[config.mk]
export PLATFORM = sky130hd
export DESIGN_NAME = des_core
export DESIGN_NICKNAME = d
export VERILOG_FILES = /design/src/rtl/des_core.sv
export SDC_FILE = /design/constraint.sdc
export NUM_CORES = 1
export LEC_CHECK = 0
export ABC_CLOCK_PERIOD_IN_PS = 2600
export BUFFER_PORTS_ARGS = -buffer_cell sky130_fd_sc_hd__buf_2
export CORE_AREA = 2 2 77 79
export DETAILED_ROUTE_END_ITERATION = 16
export DIE_AREA = 0 0 79 81
export GPL_TIMING_DRIVEN = 0
export PLACE_DENSITY_LB_ADDON = 0.3
export SETUP_SLACK_MARGIN = 0.4
export SLEW_MARGIN = 20
export SYNTH_ARGS = -nofsm -noshare
export SYNTH_HDL_FRONTEND = slang
export SYNTH_SLANG_ARGS = --single-unit
[constraint.sdc]
create_clock -name clk -period 2.6 [get_ports clk]
set_input_delay 0.13 -clock clk [delete_from_list [all_inputs] [get_ports clk]]
set_output_delay 0.13 -clock clk [all_outputs]
set_load 0.005 [all_outputs]
[src/rtl/des_core.sv]
// rtl/des_core.sv - Iterative DES engine, ROUNDS_PER_CYCLE Feistel rounds per clock, on-the-fly key schedule.
// Optional CBC chaining is enabled by defining DES_CBC_EN; the default build is ECB only.
module des_core #(
    parameter int ROUNDS_PER_CYCLE = 1
) (
    input  logic        clk,
    input  logic        reset,
    input  logic        enable,
    input  logic        mode,
    input  logic [63:0] message,
    input  logic [63:0] DESkey,
`ifdef DES_CBC_EN
    input  logic [63:0] iv,
    input  logic        chain_restart,
`endif
    input  logic        ack,
    output logic [63:0] result,
    output logic        done,
    output logic        busy
);

    if (ROUNDS_PER_CYCLE != 1 && ROUNDS_PER_CYCLE != 2 && ROUNDS_PER_CYCLE != 4 &&
        ROUNDS_PER_CYCLE != 8 && ROUNDS_PER_CYCLE != 16) begin : g_bad_rounds
        $error("des_core: ROUNDS_PER_CYCLE must be 1, 2, 4, 8 or 16");
    end

    localparam logic [4:0] STEP = 5'(ROUNDS_PER_CYCLE);
    localparam logic [4:0] LAST = 5'(16 - ROUNDS_PER_CYCLE);

    // Tables hold 1-based FIPS bit numbers, bit 1 being the MSB.
    localparam logic [6:0] IP_T [0:63] = '{
        58, 50, 42, 34, 26, 18, 10, 2, 60, 52, 44, 36, 28, 20, 12, 4,
        62, 54, 46, 38, 30, 22, 14, 6, 64, 56, 48, 40, 32, 24, 16, 8,
        57, 49, 41, 33, 25, 17,  9, 1, 59, 51, 43, 35, 27, 19, 11, 3,
        61, 53, 45, 37, 29, 21, 13, 5, 63, 55, 47, 39, 31, 23, 15, 7};
    localparam logic [6:0] FP_T [0:63] = '{
        40, 8, 48, 16, 56, 24, 64, 32, 39, 7, 47, 15, 55, 23, 63, 31,
        38, 6, 46, 14, 54, 22, 62, 30, 37, 5, 45, 13, 53, 21, 61, 29,
        36, 4, 44, 12, 52, 20, 60, 28, 35, 3, 43, 11, 51, 19, 59, 27,
        34, 2, 42, 10, 50, 18, 58, 26, 33, 1, 41,  9, 49, 17, 57, 25};
    localparam logic [6:0] E_T [0:47] = '{
        32,  1,  2,  3,  4,  5,  4,  5,  6,  7,  8,  9,  8,  9, 10, 11,
        12, 13, 12, 13, 14, 15, 16, 17, 16, 17, 18, 19, 20, 21, 20, 21,
        22, 23, 24, 25, 24, 25, 26, 27, 28, 29, 28, 29, 30, 31, 32,  1};
    localparam logic [6:0] P_T [0:31] = '{
        16,  7, 20, 21, 29, 12, 28, 17,  1, 15, 23, 26,  5, 18, 31, 10,
         2,  8, 24, 14, 32, 27,  3,  9, 19, 13, 30,  6, 22, 11,  4, 25};
    localparam logic [6:0] PC1_T [0:55] = '{
        57, 49, 41, 33, 25, 17,  9,  1, 58, 50, 42, 34, 26, 18,
        10,  2, 59, 51, 43, 35, 27, 19, 11,  3, 60, 52, 44, 36,
        63, 55, 47, 39, 31, 23, 15,  7, 62, 54, 46, 38, 30, 22,
        14,  6, 61, 53, 45, 37, 29, 21, 13,  5, 28, 20, 12,  4};
    localparam logic [6:0] PC2_T [0:47] = '{
        14, 17, 11, 24,  1,  5,  3, 28, 15,  6, 21, 10, 23, 19, 12,  4,
        26,  8, 16,  7, 27, 20, 13,  2, 41, 52, 31, 37, 47, 55, 30, 40,
        51, 45, 33, 48, 44, 49, 39, 56, 34, 53, 46, 42, 50, 36, 29, 32};
    // Each S-box is 64 nibbles in row-major order, entry 0 in the top nibble.
    localparam logic [255:0] SBOX [0:7] = '{
        256'hE4D12FB83A6C5907_0F74E2D1A6CB9538_41E8D62BFC973A50_FC8249175B3EA06D,
        256'hF18E6B34972DC05A_3D47F28EC01A69B5_0E7BA4D158C6932F_D8A13F42B67C05E9,
        256'hA09E63F51DC7B428_D709346A285ECBF1_D6498F30B12C5AE7_1AD069874FE3B52C,
        256'h7DE3069A1285BC4F_D8B56F03472C1AE9_A690CB7DF13E5284_3F06A1D8945BC72E,
        256'h2C417AB6853FD0E9_EB2C47D150FA3986_421BAD78F9C5630E_B8C71E2D6F09A453,
        256'hC1AF92680D34E75B_AF427C9561DE0B38_9EF528C3704A1DB6_432C95FABE17608D,
        256'h4B2EF08D3C975A61_D0B7491AE35C2F86_14BDC37EAF680592_6BD814A7950FE23C,
        256'hD2846FB1A93E50C7_1FD8A374C56B0E92_7B419CE206ADF358_21E74A8DFC90356B};

    function automatic logic [63:0] perm_ip(input logic [63:0] x);
        logic [63:0] r = '0;
        for (int p = 0; p < 64; p++) r[6'(63 - p)] = x[6'(64 - int'(IP_T[6'(p)]))];
        return r;
    endfunction

    function automatic logic [63:0] perm_fp(input logic [63:0] x);
        logic [63:0] r = '0;
        for (int p = 0; p < 64; p++) r[6'(63 - p)] = x[6'(64 - int'(FP_T[6'(p)]))];
        return r;
    endfunction

    function automatic logic [55:0] perm_pc1(input logic [63:0] x);
        logic [55:0] r = '0;
        for (int p = 0; p < 56; p++) r[6'(55 - p)] = x[6'(64 - int'(PC1_T[6'(p)]))];
        return r;
    endfunction

    function automatic logic [47:0] perm_pc2(input logic [55:0] x);
        logic [47:0] r = '0;
        for (int p = 0; p < 48; p++) r[6'(47 - p)] = x[6'(56 - int'(PC2_T[6'(p)]))];
        return r;
    endfunction

    function automatic logic [31:0] feistel(input logic [31:0] rh, input logic [47:0] k);
        logic [47:0] x = '0;
        logic [31:0] s = '0;
        logic [31:0] r = '0;
        logic [5:0]  six;
        logic [5:0]  idx;
        logic [7:0]  base;
        for (int p = 0; p < 48; p++) x[6'(47 - p)] = rh[5'(32 - int'(E_T[6'(p)]))];
        x = x ^ k;
        for (int b = 0; b < 8; b++) begin
            six  = x[6'(47 - 6 * b) -: 6];
            idx  = {six[5], six[0], six[4:1]};
            base = 8'd255 - {idx, 2'b00};
            s[5'(31 - 4 * b) -: 4] = SBOX[3'(b)][base -: 4];
        end
        for (int p = 0; p < 32; p++) r[5'(31 - p)] = s[5'(32 - int'(P_T[5'(p)]))];
        return r;
    endfunction

    function automatic logic single_shift(input logic [4:0] i);
        return (i == 5'd1) || (i == 5'd2) || (i == 5'd9) || (i == 5'd16);
    endfunction

    function automatic logic [27:0] rotl(input logic [27:0] v, input logic one);
        return one ? {v[26:0], v[27]} : {v[25:0], v[27:26]};
    endfunction

    function automatic logic [27:0] rotr(input logic [27:0] v, input logic one);
        return one ? {v[0], v[27:1]} : {v[1:0], v[27:2]};
    endfunction

    typedef enum logic [1:0] {IDLE, ROUND, FINAL, DONE} state_t;

    state_t      state, state_n;
    logic        mode_q;
    logic [4:0]  cnt_q;
    logic [31:0] l_q, r_q, l_n, r_n, tmp;
    logic [27:0] c_q, d_q, c_n, d_n;
    logic [4:0]  rnd;
    logic        one;
    logic [63:0] cipher_in;
    logic [63:0] fp_out;

`ifdef DES_CBC_EN
    logic [63:0] chain_q, msg_q, chain_sel;
    assign chain_sel = chain_restart ? iv : chain_q;
    assign cipher_in = mode ? message : (message ^ chain_sel);
`else
    assign cipher_in = message;
`endif

    assign fp_out = perm_fp({r_q, l_q});

    // Decrypt starts from the unrotated C0/D0 (K16) and walks the schedule backwards.
    always_comb begin
        l_n = l_q;
        r_n = r_q;
        c_n = c_q;
        d_n = d_q;
        rnd = '0;
        one = 1'b0;
        tmp = '0;
        for (int k = 0; k < ROUNDS_PER_CYCLE; k++) begin
            rnd = cnt_q + 5'(k) + 5'd1;
            if (!mode_q) begin
                one = single_shift(rnd);
                c_n = rotl(c_n, one);
                d_n = rotl(d_n, one);
            end else if (rnd != 5'd1) begin
                one = single_shift(5'd18 - rnd);
                c_n = rotr(c_n, one);
                d_n = rotr(d_n, one);
            end
            tmp = r_n;
            r_n = l_n ^ feistel(r_n, perm_pc2({c_n, d_n}));
            l_n = tmp;
        end
    end

    always_comb begin
        state_n = state;
        case (state)
            IDLE:    if (enable) state_n = ROUND;
            ROUND:   if (cnt_q == LAST) state_n = FINAL;
            FINAL:   state_n = DONE;
            DONE:    if (ack) state_n = IDLE;
            default: state_n = IDLE;
        endcase
    end

    always_ff @(posedge clk) begin
        if (!reset) state <= IDLE;
        else        state <= state_n;
    end

    always_ff @(posedge clk) begin
        if (!reset) begin
            mode_q  <= 1'b0;
            cnt_q   <= '0;
            l_q     <= '0;
            r_q     <= '0;
            c_q     <= '0;
            d_q     <= '0;
            result  <= '0;
            done    <= 1'b0;
            busy    <= 1'b0;
`ifdef DES_CBC_EN
            chain_q <= '0;
            msg_q   <= '0;
`endif
        end else begin
            case (state)
                IDLE: if (enable) begin
                    mode_q       <= mode;
                    {l_q, r_q}   <= perm_ip(cipher_in);
                    {c_q, d_q}   <= perm_pc1(DESkey);
                    cnt_q        <= '0;
`ifdef DES_CBC_EN
                    chain_q      <= chain_sel;
                    msg_q        <= message;
`endif
                end
                ROUND: begin
                    l_q   <= l_n;
                    r_q   <= r_n;
                    c_q   <= c_n;
                    d_q   <= d_n;
                    cnt_q <= cnt_q + STEP;
                end
                FINAL: begin
`ifdef DES_CBC_EN
                    if (mode_q) begin
                        result  <= fp_out ^ chain_q;
                        chain_q <= msg_q;
                    end else begin
                        result  <= fp_out;
                        chain_q <= fp_out;
                    end
`else
                    result <= fp_out;
`endif
                end
                default: ;
            endcase
            done <= (state_n == DONE);
            busy <= (state_n != IDLE);
        end
    end

endmodule

==> impl_metrics.tcl, run 1 <==
set metrics [dict create \
    grt_usage 0.0379 \
    synth-seq-cells 9 \
    crit_buf_inv 0 \
    timing.critical_path.from_type "flip-flop" \
    dieArea_um2 6400 \
    dr.pass1.iters 4 \
    arrival_ns 1.50 \
    hp-class "in2reg" \
    hold_buffers 0 \
    hpwl_um 1130 \
    grt_pass1_wl_um 1980 \
    place.gp.congestion 0.661 \
    h-tree-depth 1 \
    setup_viol 0 \
    initial_utilization 0.157 \
    cap_viol_max_count 0 \
    synth_area_per_cell_um2 7.95 \
    critical-path-max-stage-delay_ns 0.33 \
    cts_sinks 9 \
    clock.fmax_mhz 747 \
    layout_common_cells "buf_4, conb_1, dfxtp_1" \
    period_minus_slack_ns 1.34 \
    grt_pass1_vias 528 \
    syn_area_um2 891 \
    cts_root_buf "clkbuf_8" \
    fillers 642 \
    synth_compound_area_frac 0.0646 \
    multi_input_area_um2 449 \
    finalHoldViolations 0 \
    drt-total-wl_um 1310 \
    ctsResizeCount 0 \
    totalPowerFinal_w 0.000420 \
    ys_warn_count 0 \
    clk_pin_slew_ns 0.05 \
    nNetsFinal 319 \
    path_common_cell "ha_1" \
    path_cells "ha_1 -> and3_1 -> ha_1 -> nand2b_1 -> a21boi_0" \
    diodes 0 \
    cp_slowest_cell "dfxtp_1" \
    cts_tree "done" \
    synth_cells 112 \
    grt_setup_unrepaired "no" \
    drc 0 \
    synth_cell_types 23 \
    yosysSeqAreaShare 0.202 \
    worstSkewPairLatency_ns 0.23 \
    fin_util 0.227 \
    setup_tns_ns 0 \
    finalWorstSetupSlack_ns 1.26 \
    drt_iter0_markers 17 \
    leakage_nw 0.755 \
    fin_crit_sh 0.515 \
    ant_nets 0 \
    drive_above_1_share 0.399 \
    numCtsBuffers 3 \
    synth_top_family_by_area "buffers and inverters" \
    wl_per_cell_um 5.07 \
    postPlaceCellArea_um2 1240 \
    irDropWorstVdd_mv 0.199 \
    synthSimpleGateAreaFrac 0.131 \
    die_h_um 81 \
    grt_max_degree 11 \
    ff_latch_area_um2 180 \
    cp.required_ns 2.76 \
    grt_antenna_before_repair 0 \
    cts_setup_buffers 0 \
    die_w_um 79 \
    viasPerCell 2.58 \
    fin_skew_ns 0.00232 \
    final_area_um2 1290 \
    synth-xor-area-share 0 \
    via_count 666 \
    status "finished, final reports clean" \
    grt-ovfl-total 0 \
    finalMaxSlewViolations 0 \
    cp_max_fo 3 \
    yosys.area_share.adder 0.0281 \
    path_class "reg2reg" \
    cpLargestDelayFamily "adder cells" \
    p_per_area_nw_per_um2 326 \
    area_growth_pct 44.4 \
    ioPinCount 199 \
    core.rowCount 28 \
    numPortBuffers 4 \
    core-area_um2 5680 \
    dpl_worst_slack_ns 1.26 \
    cts_max_path_buffers 2 \
    end_kind "flip-flop" \
    synth_mux_area_frac 0.0112 \
]
worst paths after layout:
path	startpoint	to	slack [ns]	depth (start not counted)
max	cnt_q[0]	cnt_q[4]	1.26	5
min	enable	busy	0.15	3
max reg2reg	cnt_q[0]	cnt_q[4]	1.26	5
min reg2reg	cnt_q[4]	cnt_q[4]	0.46	2
state kept, by name (all words and copies together) (netlist names):
register / flops
busy: 1
cnt_q: 5
done: 1
state: 2
cell type report:
cell class	instances	share of cell area
Buffer	66	0.381
Clock buffer	4	0.0350
Inverter	2	0.00584
Multi-Input combinational cell	98	0.349
Sequential cell	9	0.140
Tap cell	75	0.0730
Timing Repair Buffer	4	0.0156
cell usage after synthesis, drive strengths merged:
master	instances	share of area
nand2b	1	0.0070
clkbuf	1	0.0056
mux2i	1	0.011
nand3	4	0.022
a22oi	1	0.0084
nor3	1	0.0056
and3	2	0.014
dfxtp	9	0.20
o21bai	1	0.0084
nor3b	1	0.0084
o21ai	3	0.017
a21boi	3	0.025
nor2b	4	0.028
a21oi	1	0.0056
ha	2	0.028
nor2	1	0.0042
conb	1	0.0042
nand2	6	0.025
or4	1	0.0084
inv	2	0.0084
buf	65	0.54
nand4	1	0.0070
power breakdown:
| part | total, W | switching (W) | internal, W |
|---|---|---|---|
| Sequential | 0.000144 | 0.00000185 | 0.000142 |
| Combinational | 0.000115 | 0.0000464 | 0.0000689 |
| Clock | 0.000160 | 0.0000536 | 0.000107 |
| Total | 0.000420 | 0.000102 | 0.000318 |
per-stage QoR:
step | hold slack (ns) | instances
after floorplan | 0.255 | 175
after global placement | 0.386 | 254
after detailed placement | 0.386 | 254
after CTS | 0.147 | 258
after global routing | 0.166 | 258
final | 0.154 | 258
logic make-up (layout without fill, tap and decap cells):
group | count (synthesis) | count (layout)
adder cells (fa/ha/maj) | 2 | 2
AND/OR/NAND/NOR | 22 | 22
multiplexers | 1 | 1
flip-flops | 9 | 9
buffers and inverters | 68 | 76
other | 1 | 64
AO/OA/AOI/OAI | 9 | 9
worst reg2reg max path: stages, from the launching register on:
cell and delay [ns]:
dfxtp_1 0.33, ha_1 0.22, and3_1 0.19, ha_1 0.26, nand2b_1 0.13, a21boi_0 0.14
per-layer routing:
| layer | wire, um | share of wire | global-route usage |
|---|---|---|---|
| met3 | 281 | 0.21 | 0.0278 |
| met5 | 0 | 0 | 0 |
| met4 | 4 | 0.0031 | 0.00517 |
| met2 | 424 | 0.32 | 0.0517 |
| met1 | 598 | 0.46 | 0.0487 |
Note: power is estimated with default switching activity, not from simulation.
==> run 2, diff against run 1 <==
--- a/config.mk
+++ b/config.mk
@@ -5,11 +5,11 @@
 export SDC_FILE = /design/constraint.sdc
 export NUM_CORES = 1
 export LEC_CHECK = 0
-export ABC_CLOCK_PERIOD_IN_PS = 2600
+export ABC_CLOCK_PERIOD_IN_PS = 1400
 export BUFFER_PORTS_ARGS = -buffer_cell sky130_fd_sc_hd__buf_2
-export CORE_AREA = 2 2 77 79
+export CORE_AREA = 2 2 78 80
 export DETAILED_ROUTE_END_ITERATION = 16
-export DIE_AREA = 0 0 79 81
+export DIE_AREA = 0 0 80 82
 export GPL_TIMING_DRIVEN = 0
 export PLACE_DENSITY_LB_ADDON = 0.3
 export SETUP_SLACK_MARGIN = 0.4
==> constraint.sdc (replaced) <==
create_clock -name clk -period 1.4 [get_ports clk]
set_input_delay 0.07 -clock clk [delete_from_list [all_inputs] [get_ports clk]]
set_output_delay 0.07 -clock clk [all_outputs]
set_load 0.005 [all_outputs]
==> run 2 against run 1 <==
  * Power rose by 88%
  * Clock skew is 0.0022 ns higher
  * Flip-flop and latch count unchanged
  * Worst setup slack worse by 1.0 ns
  * Routed wire length grew 11%
  * Clock power up 84%
  * Clock-buffer cell count is the same
  * Utilization rose by 1.4 points
  * Critical path depth unchanged
  * Combinational power grew 97%
  * Maximum frequency is 16% higher
  * Register-to-register slack worse by 1.0 ns
  * Critical endpoint unchanged
==> impl_metrics.tcl, run 2 (same netlist as run 1, synthesis figures left out) <==
set metrics [dict create \
    status "finished, final reports clean" \
    clock.fmax_mhz 868 \
    fin_crit_sh 0.823 \
    multi_input_area_um2 509 \
    finalMaxSlewViolations 0 \
    cts_max_path_buffers 2 \
    ioPinCount 199 \
    ff_latch_area_um2 190 \
    initial_utilization 0.155 \
    finalHoldViolations 0 \
    p_per_area_nw_per_um2 571 \
    dr.pass1.iters 4 \
    arrival_ns 1.27 \
    layout_common_cells "buf_4, conb_1, nand2_1, dfxtp_1, buf_2" \
    setup_viol 0 \
    grt_max_degree 11 \
    setup_tns_ns 0 \
    rrSetupSlack_ns 0.25 \
    totalPowerFinal_w 0.000789 \
    drive_above_1_share 0.478 \
    hold_buffers 0 \
    h-tree-depth 1 \
    largest_register_ffs 5 \
    worstSetupEndpoint "cnt_q[4]" \
    viasPerCell 2.66 \
    rr_startpoint "cnt_q[1]" \
    grt-ovfl-total 0 \
    largestRegisters "cnt_q (5), state (2)" \
    numCtsBuffers 3 \
    core-area_um2 5750 \
    fin_skew_ns 0.00457 \
    end_kind "flip-flop" \
    layoutNonFillerInstCount 261 \
    core.rowCount 28 \
    ant_nets 0 \
    cts_sinks 9 \
    numPortBuffers 4 \
    fin_util 0.240 \
    period_minus_slack_ns 1.15 \
    grt_antenna_before_repair 0 \
    timing.critical_path.from_type "flip-flop" \
    nNetsFinal 322 \
    grt_pass1_wl_um 2220 \
    hpwl_um 1220 \
    grt_pass1_vias 576 \
    area_growth_pct 55.1 \
    grt_setup_unrepaired "yes" \
    die_h_um 82 \
    worstSkewPairLatency_ns 0.23 \
    drc 0 \
    finalWorstSetupSlack_ns 0.247 \
    place.gp.congestion 0.633 \
    grt_usage 0.0423 \
    cp.required_ns 1.52 \
    cap_viol_max_count 0 \
    dpl_worst_slack_ns 0.236 \
    crit_start "cnt_q[1]" \
    r2r_end "cnt_q[4]" \
    path_class "reg2reg" \
    leakage_nw 0.791 \
    hp-class "in2reg" \
    regMostFlops "cnt_q" \
    cts_root_buf "clkbuf_8" \
    wl_per_cell_um 5.57 \
    via_count 695 \
    die_w_um 80 \
    rr_worst_depth 5 \
    drt_iter0_markers 5 \
    dp.cells 254 \
    dieArea_um2 6560 \
    drt-total-wl_um 1450 \
    fillers 660 \
    mostFrequentLayoutCell "buf_4" \
    clk_pin_slew_ns 0.05 \
    irDropWorstVdd_mv 0.315 \
    cts_tree "done" \
    diodes 0 \
    cp_max_fo 3 \
]
-- run 2: where the power goes --
part	switching, W	internal [W]
Combinational	0.0000911	0.000136
Clock	0.0000964	0.000198
Sequential	0.00000436	0.000263
-- run 2: area by class of cell --
type,instances,share of cell area
multi-input cells,98,0.369
plain buffers,66,0.357
well taps,75,0.0679
flip-flops and latches,9,0.138
clock buffers,4,0.0326
inverters,2,0.00543
repair buffers,7,0.0308
-- run 2: worst max-delay path: stages (launching register included) --
cell and delay, ns:
dfxtp_4 0.35, ha_4 0.15, and3_4 0.15, ha_4 0.25, nand2b_4 0.11, a21boi_2 0.04
-- run 2: how the worst min path moves through the flow --
stage          startpoint  endpoint  slack, ns  cells past startpoint
2_1_floorplan      enable      busy       0.19                      2
3_3_place_gp       enable      busy       0.33                      3
3_5_place_dp       enable      busy       0.33                      3
4_1_cts            enable      busy       0.11                      3
5_1_grt            enable      busy       0.17                      3
6_report           enable      busy       0.11                      3
-- run 2: per-stage QoR --
| step | hold WS (ns) | cell area [um2] |
|---|---|---|
| after floorplan | 0.195 | 1160 |
| after global placement | 0.327 | 1270 |
| after detailed placement | 0.333 | 1270 |
| after CTS | 0.111 | 1370 |
| after global routing | 0.169 | 1380 |
| final | 0.114 | 1380 |
-- run 2: what timing repair did --
item,in CTS,in global routing
buffers inserted,3,0
gates resized for setup,10,4
pin swaps,3,5
setup endpoints to repair,8,8
-- run 2: layer usage --
| layer | wire length, um | track usage |
|---|---|---|
| met1 | 597 | 0.0485 |
| met2 | 564 | 0.0692 |
| met3 | 288 | 0.0264 |
| met4 | 4 | 0.00508 |
| met5 | 0 | 0 |
==> run 3, diff against run 2 <==
--- a/config.mk
+++ b/config.mk
@@ -5,11 +5,12 @@
 export SDC_FILE = /design/constraint.sdc
 export NUM_CORES = 1
 export LEC_CHECK = 0
-export ABC_CLOCK_PERIOD_IN_PS = 1400
+export ABC_AREA = 1
+export ABC_CLOCK_PERIOD_IN_PS = 1200
 export BUFFER_PORTS_ARGS = -buffer_cell sky130_fd_sc_hd__buf_2
-export CORE_AREA = 2 2 78 80
+export CORE_AREA = 2 2 77 79
 export DETAILED_ROUTE_END_ITERATION = 16
-export DIE_AREA = 0 0 80 82
+export DIE_AREA = 0 0 79 81
 export GPL_TIMING_DRIVEN = 0
 export PLACE_DENSITY_LB_ADDON = 0.3
 export SETUP_SLACK_MARGIN = 0.4
==> constraint.sdc (replaced) <==
create_clock -name clk -period 1.2 [get_ports clk]
set_input_delay 0.06 -clock clk [delete_from_list [all_inputs] [get_ports clk]]
set_output_delay 0.06 -clock clk [all_outputs]
set_load 0.005 [all_outputs]
==> run 3 against run 2 <==
  * The run now ends with negative setup slack left
  * Synthesized cell count up 4.5%
  * Maximum frequency down 8.6%
  * Cell area is 0.54% lower
  * Largest cell class unchanged
  * Critical endpoint unchanged
==> impl_metrics.tcl, run 3 <==
set metrics [dict create \
    status "complete, but fails checks" \
    violations "negative setup slack" \
    drc 0 \
    grt_antenna_before_repair 0 \
    wl_per_cell_um 5.37 \
    grt_pass1_vias 532 \
    mostFrequentLayoutCell "buf_4" \
    via_count 695 \
    h-tree-depth 1 \
    largestRegisters "cnt_q (5), state (2)" \
    largest_register_ffs 5 \
    nNetsFinal 330 \
    initial_utilization 0.154 \
    synth_area_per_cell_um2 7.45 \
    cp_max_fo 2 \
    yosysSeqAreaShare 0.207 \
    seqPwrFrac 0.338 \
    syn_area_um2 872 \
    grt-ovfl-total 0 \
    hp-class "in2reg" \
    die_h_um 81 \
    clock.fmax_mhz 793 \
    finalWorstSetupSlack_ns -0.0616 \
    finalMaxSlewViolations 0 \
    postPlaceCellArea_um2 1250 \
    route.met3.wl_um 263 \
    path_class "reg2reg" \
    worstSkewPairLatency_ns 0.23 \
    ys_warn_count 0 \
    synth_top_area_cell "buf_4" \
    ant_nets 0 \
    wl_met1_um 639 \
    synth_area_leaders "buf_4, dfxtp_1, nand2_1" \
    grt_pass1_wl_um 2080 \
    drt-total-wl_um 1450 \
    synthArstFlopShare 0 \
    synth_top_area_share 0.551 \
    final_area_um2 1370 \
    clkPwrFrac 0.374 \
    hold_ws_ns 0.103 \
    core-area_um2 5680 \
    cp_slowest_cell "dfxtp_4" \
    regMostFlops "cnt_q" \
    min_path_cells 3 \
    p_comb_frac 0.288 \
    setup_viol 1 \
    cp.depth 6 \
    numCtsBuffers 3 \
    totalPowerFinal_w 0.000935 \
    cts_root_buf "clkbuf_8" \
    grt_usage 0.0423 \
    area_growth_pct 57.5 \
    arrival_ns 1.43 \
    fin_skew_ns 0.000375 \
    synth-seq-cells 9 \
    rr_worst_depth 6 \
    period_minus_slack_ns 1.26 \
    layout_common_cells "buf_4, conb_1, nand2_1" \
    cts_sinks 9 \
    cp.required_ns 1.37 \
    ioPinCount 199 \
    p_int_w 0.000700 \
    irDropWorstVdd_mv 0.376 \
    drive_above_1_share 0.485 \
    p_switching_w 0.000235 \
    synth_cells 117 \
    crit_buf_inv 1 \
    dieArea_um2 6400 \
    leakage_nw 0.802 \
    synth_edf_count 0 \
    diodes 0 \
    p_per_area_nw_per_um2 680 \
    timing.critical_path.from_type "flip-flop" \
    grt_setup_unrepaired "yes" \
    layoutNonFillerInstCount 269 \
    numPortBuffers 5 \
    path_cells "ha_4 -> inv_2 -> nor3_4 -> ha_1 -> or2_1 -> a21oi_2" \
    end_kind "flip-flop" \
    drt_iter0_markers 9 \
    route.met2.wl_um 542 \
    rrSetupSlack_ns -0.06 \
    dp.cells 260 \
    place.gp.congestion 0.694 \
    viasPerCell 2.58 \
    clk_pin_slew_ns 0.04 \
    ys.flop_type "dfxtp_1" \
    cts_max_path_buffers 2 \
    hpwl_um 1210 \
    critical-path-max-stage-delay_ns 0.35 \
    cts_tree "done" \
    synth.most_common_cell "buf_4" \
    core.rowCount 28 \
    cpLargestDelayFamily "adder cells" \
    top_layer "met3" \
    dr.pass1.iters 4 \
    fin_crit_sh 1.05 \
    cap_viol_max_count 0 \
    grt_max_degree 7 \
    finalHoldViolations 0 \
    fillers 653 \
    p_sw_frac 0.251 \
    synth_cell_types 16 \
    hold_buffers 0 \
    yosys-top-cells-count "buf_4, nand2_1, dfxtp_1, nor2_1" \
    die_w_um 79 \
]
==> run 3: layer usage <==
metal,vias to the layer above,GRT usage
met4,0,0.0155
li1,383,-
met1,255,0.0501
met5,-,0
met3,0,0.0267
met2,57,0.0619
==> run 3: worst reg2reg max path, stage by stage (launching register included) <==
cell and delay (ns):
dfxtp_4 0.35, ha_4 0.16, inv_2 0.07, nor3_4 0.04
ha_1 0.27, or2_1 0.21, a21oi_2 0.11
==> run 3: logic make-up (layout without fill, tap and decap cells) <==
kind of cell	count (synthesis)	after routing	synth area share
adders and majority gates	2	2	0.0287
buffers and inverters	71	85	0.581
AOI/OAI and AO/OA	10	10	0.0660
and+or+nand+nor	24	24	0.113
other	1	64	0.00430
DFF	9	9	0.207
==> run 3: cell type report <==
cell class	count	area [um2]	area share
tap	75	93.8	0.0683
sequential	9	190	0.138
timing repair buffer	10	73.8	0.0537
clock buffer	4	45.0	0.0328
multi-input combinational	100	464	0.338
inverter	7	26.3	0.0191
buffer	64	480	0.350
==> run 3: repair_timing <==
item | 4_1_cts | 5_1_grt
buffers inserted | 3 | 2
setup endpoints to repair | 8 | 8
pin swaps | 6 | 2
resized for setup | 6 | 9
==> run 3: metrics by stage <==
stage / setup WS (ns) / util / setup TNS (ns)
2_1_floorplan: -0.0711 / - / -0.0711
3_3_place_gp: -0.141 / 0.220 / -0.141
3_5_place_dp: -0.145 / 0.220 / -0.145
4_1_cts: -0.0634 / 0.234 / -0.0634
5_1_grt: -0.137 / 0.242 / -0.137
6_report: -0.0616 / 0.242 / -0.0616
==> run 3: path summary, 6_finish.rpt <==
| kind | start | endpoint |
|---|---|---|
| worst max-delay path | cnt_q[1] | cnt_q[4] |
| worst min-delay path | reset | cnt_q[3] |
| worst max register to register | cnt_q[1] | cnt_q[4] |
| worst min register to register | cnt_q[2] | cnt_q[2] |
==> run 3: power by group through the flow <==
stage	sequential, W	clock [W]	combinational, W
2_1_floorplan	0.000322	0	0.000220
3_3_place_gp	0.000323	0	0.000237
3_5_place_dp	0.000323	0	0.000237
4_1_cts	0.000317	0.000361	0.000246
5_1_grt	0.000316	0.000381	0.000304
6_report	0.000316	0.000350	0.000269
